## src/rtl/reg_writeback.sv

```systemverilog
// reg_writeback: write-side controller for the integer register file.
// Merges single-cycle ALU results and queued long-latency (LSU/MUL) results
// onto the single register-file write port, and tracks pending long-latency
// destinations so the issue stage can stall on RAW hazards.
//
// Optional build macro: MSPU_WB_BYPASS_EN
//   defined   - pending clears on the edge the queued result reaches reg_we,
//               and the registered write is forwarded onto rdata_a/rdata_b.
//   undefined - pending clears one edge later, when the register file has
//               committed the write; read data passes straight through.

module reg_writeback #(
    parameter int XLEN     = 32,
    parameter int NREG     = 32,
    parameter int AW       = 5,
    parameter int LQ_DEPTH = 2
) (
    input  logic            clk,
    input  logic            reset,
    input  logic            run,
    input  logic            alu_valid,
    input  logic [AW-1:0]   alu_rd,
    input  logic [XLEN-1:0] alu_data,
    input  logic            lsu_valid,
    output logic            lsu_ready,
    input  logic [AW-1:0]   lsu_rd,
    input  logic [XLEN-1:0] lsu_data,
    input  logic            issue_valid,
    input  logic [AW-1:0]   issue_rd,
    input  logic [AW-1:0]   raddr_a,
    input  logic [AW-1:0]   raddr_b,
    input  logic [XLEN-1:0] rf_rdata_a,
    input  logic [XLEN-1:0] rf_rdata_b,
    output logic [XLEN-1:0] rdata_a,
    output logic [XLEN-1:0] rdata_b,
    output logic            stall_a,
    output logic            stall_b,
    output logic [NREG-1:0] pending,
    output logic            reg_we,
    output logic [AW-1:0]   waddr,
    output logic [XLEN-1:0] wdata
);

    localparam int PW = (LQ_DEPTH > 1) ? $clog2(LQ_DEPTH) : 1;
    localparam int CW = PW + 1;
    localparam logic [CW-1:0] FULL_CNT = CW'(LQ_DEPTH);

    // Long-latency result queue
    logic [AW-1:0]   q_rd   [LQ_DEPTH];
    logic [XLEN-1:0] q_data [LQ_DEPTH];
    logic [PW-1:0]   wr_ptr;
    logic [PW-1:0]   rd_ptr;
    logic [CW-1:0]   count;

    logic            q_full;
    logic            q_empty;
    logic            push;
    logic            pop;
    logic            alu_wr;
    logic [AW-1:0]   head_rd;
    logic [XLEN-1:0] head_data;

    // Scoreboard update terms
    logic            set_v;
    logic            clr_v;
    logic [AW-1:0]   clr_rd;
    logic [NREG-1:0] pending_nxt;

`ifndef MSPU_WB_BYPASS_EN
    // Last queued write sent to the register file; its commit edge is the
    // next run edge, which is when the pending bit may safely drop.
    logic            last_v;
    logic [AW-1:0]   last_rd;
`endif

    assign q_full    = (count == FULL_CNT);
    assign q_empty   = (count == '0);
    assign head_rd   = q_rd[rd_ptr];
    assign head_data = q_data[rd_ptr];

    // A freed slot only becomes visible after the pop edge, so a full queue
    // refuses a push even in a cycle where it is also popping.
    assign lsu_ready = run && reset && !q_full;
    assign push      = lsu_valid && lsu_ready;

    // rd==0 ALU results are dropped and leave the port free for the queue.
    assign alu_wr    = alu_valid && (alu_rd != '0);
    assign pop       = run && !alu_wr && !q_empty;

    assign set_v     = run && issue_valid && (issue_rd != '0);

`ifdef MSPU_WB_BYPASS_EN
    assign clr_v  = pop && (head_rd != '0);
    assign clr_rd = head_rd;
`else
    assign clr_v  = last_v;
    assign clr_rd = last_rd;
`endif

    // Next scoreboard value: clear first so a same-edge set of the same rd wins.
    always_comb begin
        pending_nxt = pending;
        if (clr_v) begin
            pending_nxt[clr_rd] = 1'b0;
        end
        if (set_v) begin
            pending_nxt[issue_rd] = 1'b1;
        end
        pending_nxt[0] = 1'b0;
    end

    // Queue storage; contents need no reset because count gates every read.
    always_ff @(posedge clk) begin
        if (push) begin
            q_rd[wr_ptr]   <= lsu_rd;
            q_data[wr_ptr] <= lsu_data;
        end
    end

    // Queue pointers and occupancy.
    always_ff @(posedge clk) begin
        if (!reset) begin
            wr_ptr <= '0;
            rd_ptr <= '0;
            count  <= '0;
        end else if (run) begin
            if (push) begin
                wr_ptr <= wr_ptr + 1'b1;
            end
            if (pop) begin
                rd_ptr <= rd_ptr + 1'b1;
            end
            case ({push, pop})
                2'b10:   count <= count + 1'b1;
                2'b01:   count <= count - 1'b1;
                default: count <= count;
            endcase
        end
    end

    // Write-port arbitration: ALU first, then the queue head; port holds while frozen.
    always_ff @(posedge clk) begin
        if (!reset) begin
            reg_we <= 1'b0;
            waddr  <= '0;
            wdata  <= '0;
        end else if (run) begin
            if (alu_wr) begin
                reg_we <= 1'b1;
                waddr  <= alu_rd;
                wdata  <= alu_data;
            end else if (pop) begin
                reg_we <= (head_rd != '0);
                waddr  <= head_rd;
                wdata  <= head_data;
            end else begin
                reg_we <= 1'b0;
            end
        end
    end

`ifndef MSPU_WB_BYPASS_EN
    // Remember the queued write just issued so its commit edge can clear pending.
    always_ff @(posedge clk) begin
        if (!reset) begin
            last_v  <= 1'b0;
            last_rd <= '0;
        end else if (run) begin
            last_v  <= pop && (head_rd != '0);
            last_rd <= head_rd;
        end
    end
`endif

    // Pending scoreboard register.
    always_ff @(posedge clk) begin
        if (!reset) begin
            pending <= '0;
        end else if (run) begin
            pending <= pending_nxt;
        end
    end

    assign stall_a = pending[raddr_a];
    assign stall_b = pending[raddr_b];

`ifdef MSPU_WB_BYPASS_EN
    // Forward the registered write during the cycle before the file commits it.
    always_comb begin
        rdata_a = rf_rdata_a;
        rdata_b = rf_rdata_b;
        if (reg_we && (waddr == raddr_a) && (raddr_a != '0)) begin
            rdata_a = wdata;
        end
        if (reg_we && (waddr == raddr_b) && (raddr_b != '0)) begin
            rdata_b = wdata;
        end
    end
`else
    assign rdata_a = rf_rdata_a;
    assign rdata_b = rf_rdata_b;
`endif

`ifndef SYNTHESIS
    // A second long-latency op to a destination still in flight is an issue-stage bug,
    // unless that destination is being cleared on this very edge.
    a_no_double_issue: assert property (@(posedge clk) disable iff (!reset)
        (run && issue_valid && (issue_rd != '0))
            |-> (!pending[issue_rd] || (clr_v && (clr_rd == issue_rd))));
`endif

endmodule

```

## config.mk

```make
export PLATFORM = sky130hd
export DESIGN_NAME = reg_writeback
export DESIGN_NICKNAME = d
export VERILOG_FILES = /design/src/rtl/reg_writeback.sv
export SDC_FILE = /design/constraint.sdc
export NUM_CORES = 1
export LEC_CHECK = 0
export ABC_AREA = 1
export BUFFER_PORTS_ARGS = -buffer_cell sky130_fd_sc_hd__clkbuf_2
export CORE_AREA = 10 10 169 171
export CTS_BUF_LIST = sky130_fd_sc_hd__clkbuf_8
export DETAILED_ROUTE_END_ITERATION = 6
export DIE_AREA = 0 0 179 181
export GPL_ROUTABILITY_DRIVEN = 0
export MAX_ROUTING_LAYER = met4
export SYNTH_ARGS = -nofsm -noshare
export SYNTH_HDL_FRONTEND = slang
export SYNTH_SLANG_ARGS = --single-unit
export TNS_END_PERCENT = 100
```

## constraint.sdc

```tcl
create_clock -name clk -period 3.3 [get_ports clk]
set_input_delay 0.33 -clock clk [delete_from_list [all_inputs] [get_ports clk]]
set_output_delay 0.33 -clock clk [all_outputs]
set_load 0.03 [all_outputs]
```

==> out/summary.md <==
The growth of design area from synthesis to finish works out to 13.2%. The tools report the maximum clock path buffer count as 2. Once detailed placement completed, the half-perimeter wirelength came to 18500 µm.

The die covers 32400 µm². After detailed routing, the average wire length per cell comes to 16.8 µm. 296 I/O pins were placed.

The later pin in the worst-skew pair is clocked with a latency of 460 ps. The first global-routing pass estimated 37700 µm of wire. The post-synthesis instance area was 7740 µm².

In this run the worst hold path is classified as input port to register. The most critical setup path has its startpoint at raddr_a[0]. The number of buffers and inverters on the critical path is 3.

The post-synthesis cell type count is 25, and the met2 usage is 24.3%. The routed wire length came out at 24600 µm. The most prevalent standard cell on the critical path is nand2_1. The first detailed-routing pass took 5 iterations.

Clock tree synthesis found a total of 154 sinks. The static leakage was 4.09 nW. Once placement completed, the tool counted placed cells totaling 1430.

Yosys mapped a number of flops with a built-in enable equal to 74. The signal on the critical path passes through clkbuf_2 -> inv_1 -> nand2_1 -> nand3_1 -> nand3_1 -> nand2_1 -> nand2_1 -> nand2_1 -> nand2_1 -> nand2_1 -> clkbuf_2. The starting density of the core is 30.9%. After floorplanning, the core was sized to cover 25000 µm². STA classifies the critical path endpoint as an output port. The post-place instance area is 8360 µm², and the final number of hold-violating endpoints is 0.

STA classifies the critical path startpoint as an input port. Max-cap violations in this run came to 0. The count of buffers added on input and output ports is 166. Endpoint required time on the critical path: 2970 ps.

Across the VDD grid, the largest voltage drop is 0.221 mV. For the warning count from the yosys run, the log shows 0. In this run the critical register-to-register path is launched from count[0]. On the final layout, the worst hold slack is 52.4 ps. For this run, the leading register cell type out of synthesis is dfxtp_1.

The first routing iteration left 548 violations. The number of clock buffers added by TritonCTS is 17. Cell with the largest stage delay on the worst path: inv_1. In the synthesized netlist, the number of instances is 1037.

The remaining global-route overflow was 0. The classification of the worst setup path was input port to output port. The run finished with clean final reports.

After routing the design area is 8760 µm². The share of cells above drive strength 1 came out at 19.1%. The global routing met3 resource utilization is 5.23%, and the synthesized area per cell is 7.46 µm². The post-route DRC violation count was 0; the fraction of the cycle the final worst path needs was 63.6%. The cell family contributing the most delay on the critical path is buffers and inverters. met2 is the most crowded layer.

In this run the worst path has a maximum fanout of 17. The tools report the number of routed nets with antenna violations as 0. The detailed router placed 6790 vias in this run. The startpoint identified for the worst hold timing path is lsu_data[9].

Leaving out filler cells and counting taps, the final layout contains 1465. Once the clock tree was built, the setup fixing pass inserted 0 buffers. In this design, the stage delay of the slowest critical-path cell is 390 ps. The logs give 0 for the count of cells resized by post-cts repair and 3 for the initial antenna violation count. The post-route minimum period was 2100 ps; the quantity of hold-fixing buffers added after cts was 0.

The tools report the clock tree skew after final layout as 17.8 ps. At the pin with the least slew margin, the transition time is 1220 ps. For this design the ratio of total power to cell area is 459 nW/µm². TritonCTS built the clock tree.

The clock-pin slew on the worst setup and hold paths is 110 ps. The largest net degree at the start of global routing is 75, and the net count after synthesis is 1197. The number of global-route vias before repair was 6697; the timing-limited maximum frequency was 477 MHz. The number of filler instances in the final layout came out at 2688. For met1 alone, demand over resource in global routing was 17.6%. The count of H-tree levels built during CTS is 4, and the proportion of synthesized chip area in sequential cells is 49.4%. The routed via count divided by cell count is 4.63. Buffer cell driving the clock tree root: clkbuf_8. In the synthesized netlist the async set-or-reset flop fraction comes to 0%. At the worst endpoint, the arrival time is 1770 ps. The number of rows in the core area was 58; the synthesized flop and latch total was 154.

In the global route stage, overall resource usage came out at 15.3%. For the final layout net count, the log shows 1279. From bottom edge to top edge, the die measures 181 µm. Setup repair after global routing left no endpoint under its margin. The max-slew violation count is 0, and the remaining max-slew budget at the tightest pin is 18.6%. Setup violations remaining at the end of the flow were counted as 0. From left edge to right edge, the die measures 179 µm.
synthesized netlist by cell type (2+ instances only):
cell	n	share of area [%]
clkbuf_1	22	1.1
nor3_1	9	0.58
nand2_1	375	18
buf_2	12	0.78
edfxtp_1	74	29
nor2_1	88	4.3
nand4_1	4	0.32
buf_1	5	0.24
clkinv_1	2	0.097
a21oi_1	42	2.7
inv_1	89	4.3
nand3_1	107	6.9
o21ai_0	45	2.9
nor2_2	2	0.16
dfxtp_1	80	21
buf_4	72	7.0
placed cells by master, fill, tap and decap left out, types with 4 or more instances in the layout:
cell type,instances
inv_8,4
a21oi_1,42
inv_6,7
buf_4,8
nand4_1,4
edfxtp_1,74
o21ai_0,45
clkbuf_8,17
nor3_1,9
dfxtp_1,80
nor2_1,86
clkbuf_2,166
nand2_1,374
nand3_1,107
inv_1,89
power breakdown:
| group | switching, mW | internal, mW |
|---|---|---|
| clock | 0.829 | 0.567 |
| combinational | 0.365 | 0.163 |
| sequential | 0.0335 | 2.06 |
| total | 1.23 | 2.79 |
per-stage QoR:
stage          power [mW]  TNS [ps]  util (%)  worst slack, ps
4_1_cts              4.09         0      34.9             1190
3_3_place_gp         2.67         0      33.4             1250
3_5_place_dp         2.68         0      33.4             1190
6_report             4.02         0      35.0             1200
2_1_floorplan        2.63     -4800         -            -64.9
5_1_grt              4.22         0      35.0             1030
flip-flops by register name, summed over array words and instances (netlist names), named ones only:
register,count
q_data,64
wdata,32
pending,31
q_rd,10
clr_rd,5
waddr,5
count,2
clr_v,1
rd_ptr,1
reg_we,1
wr_ptr,1
cell families after synthesis:
family / after synthesis / synth area share (%)
other: 1 / 0.0485
DFF: 154 / 49.4
adders and majority gates: 1 / 0.162
and+or+nand+nor: 590 / 31.1
buffers and inverters: 204 / 13.7
AOI/OAI and AO/OA: 87 / 5.63
area by class of cell:
| class | instances | area, µm² | share of cell area [%] |
|---|---|---|---|
| inverter | 92 | 345 | 3.94 |
| clock buffer | 17 | 234 | 2.67 |
| multi-input combinational | 679 | 2870 | 32.8 |
| antenna | 3 | 7.51 | 0.0857 |
| timing repair buffer | 175 | 911 | 10.4 |
| clock inverter | 15 | 150 | 1.71 |
| sequential | 154 | 3820 | 43.7 |
| tap | 330 | 413 | 4.72 |
path summary, 6_finish.rpt:
path / endpoint / slack [ps] / cells past startpoint
max: stall_a / 1200 / 11
min: q_data[1][9] / 50 / 1
max reg2reg: q_data[1][26] / 1490 / 5
min reg2reg: rd_ptr / 500 / 2
layer usage:
metal | routed length (µm) | part of all wire [%]
met1 | 10100 | 41
met5 | 0 | 0
met2 | 11400 | 46
met3 | 2490 | 10
met4 | 567 | 2.3
Note: power is estimated with default switching activity, not from simulation.
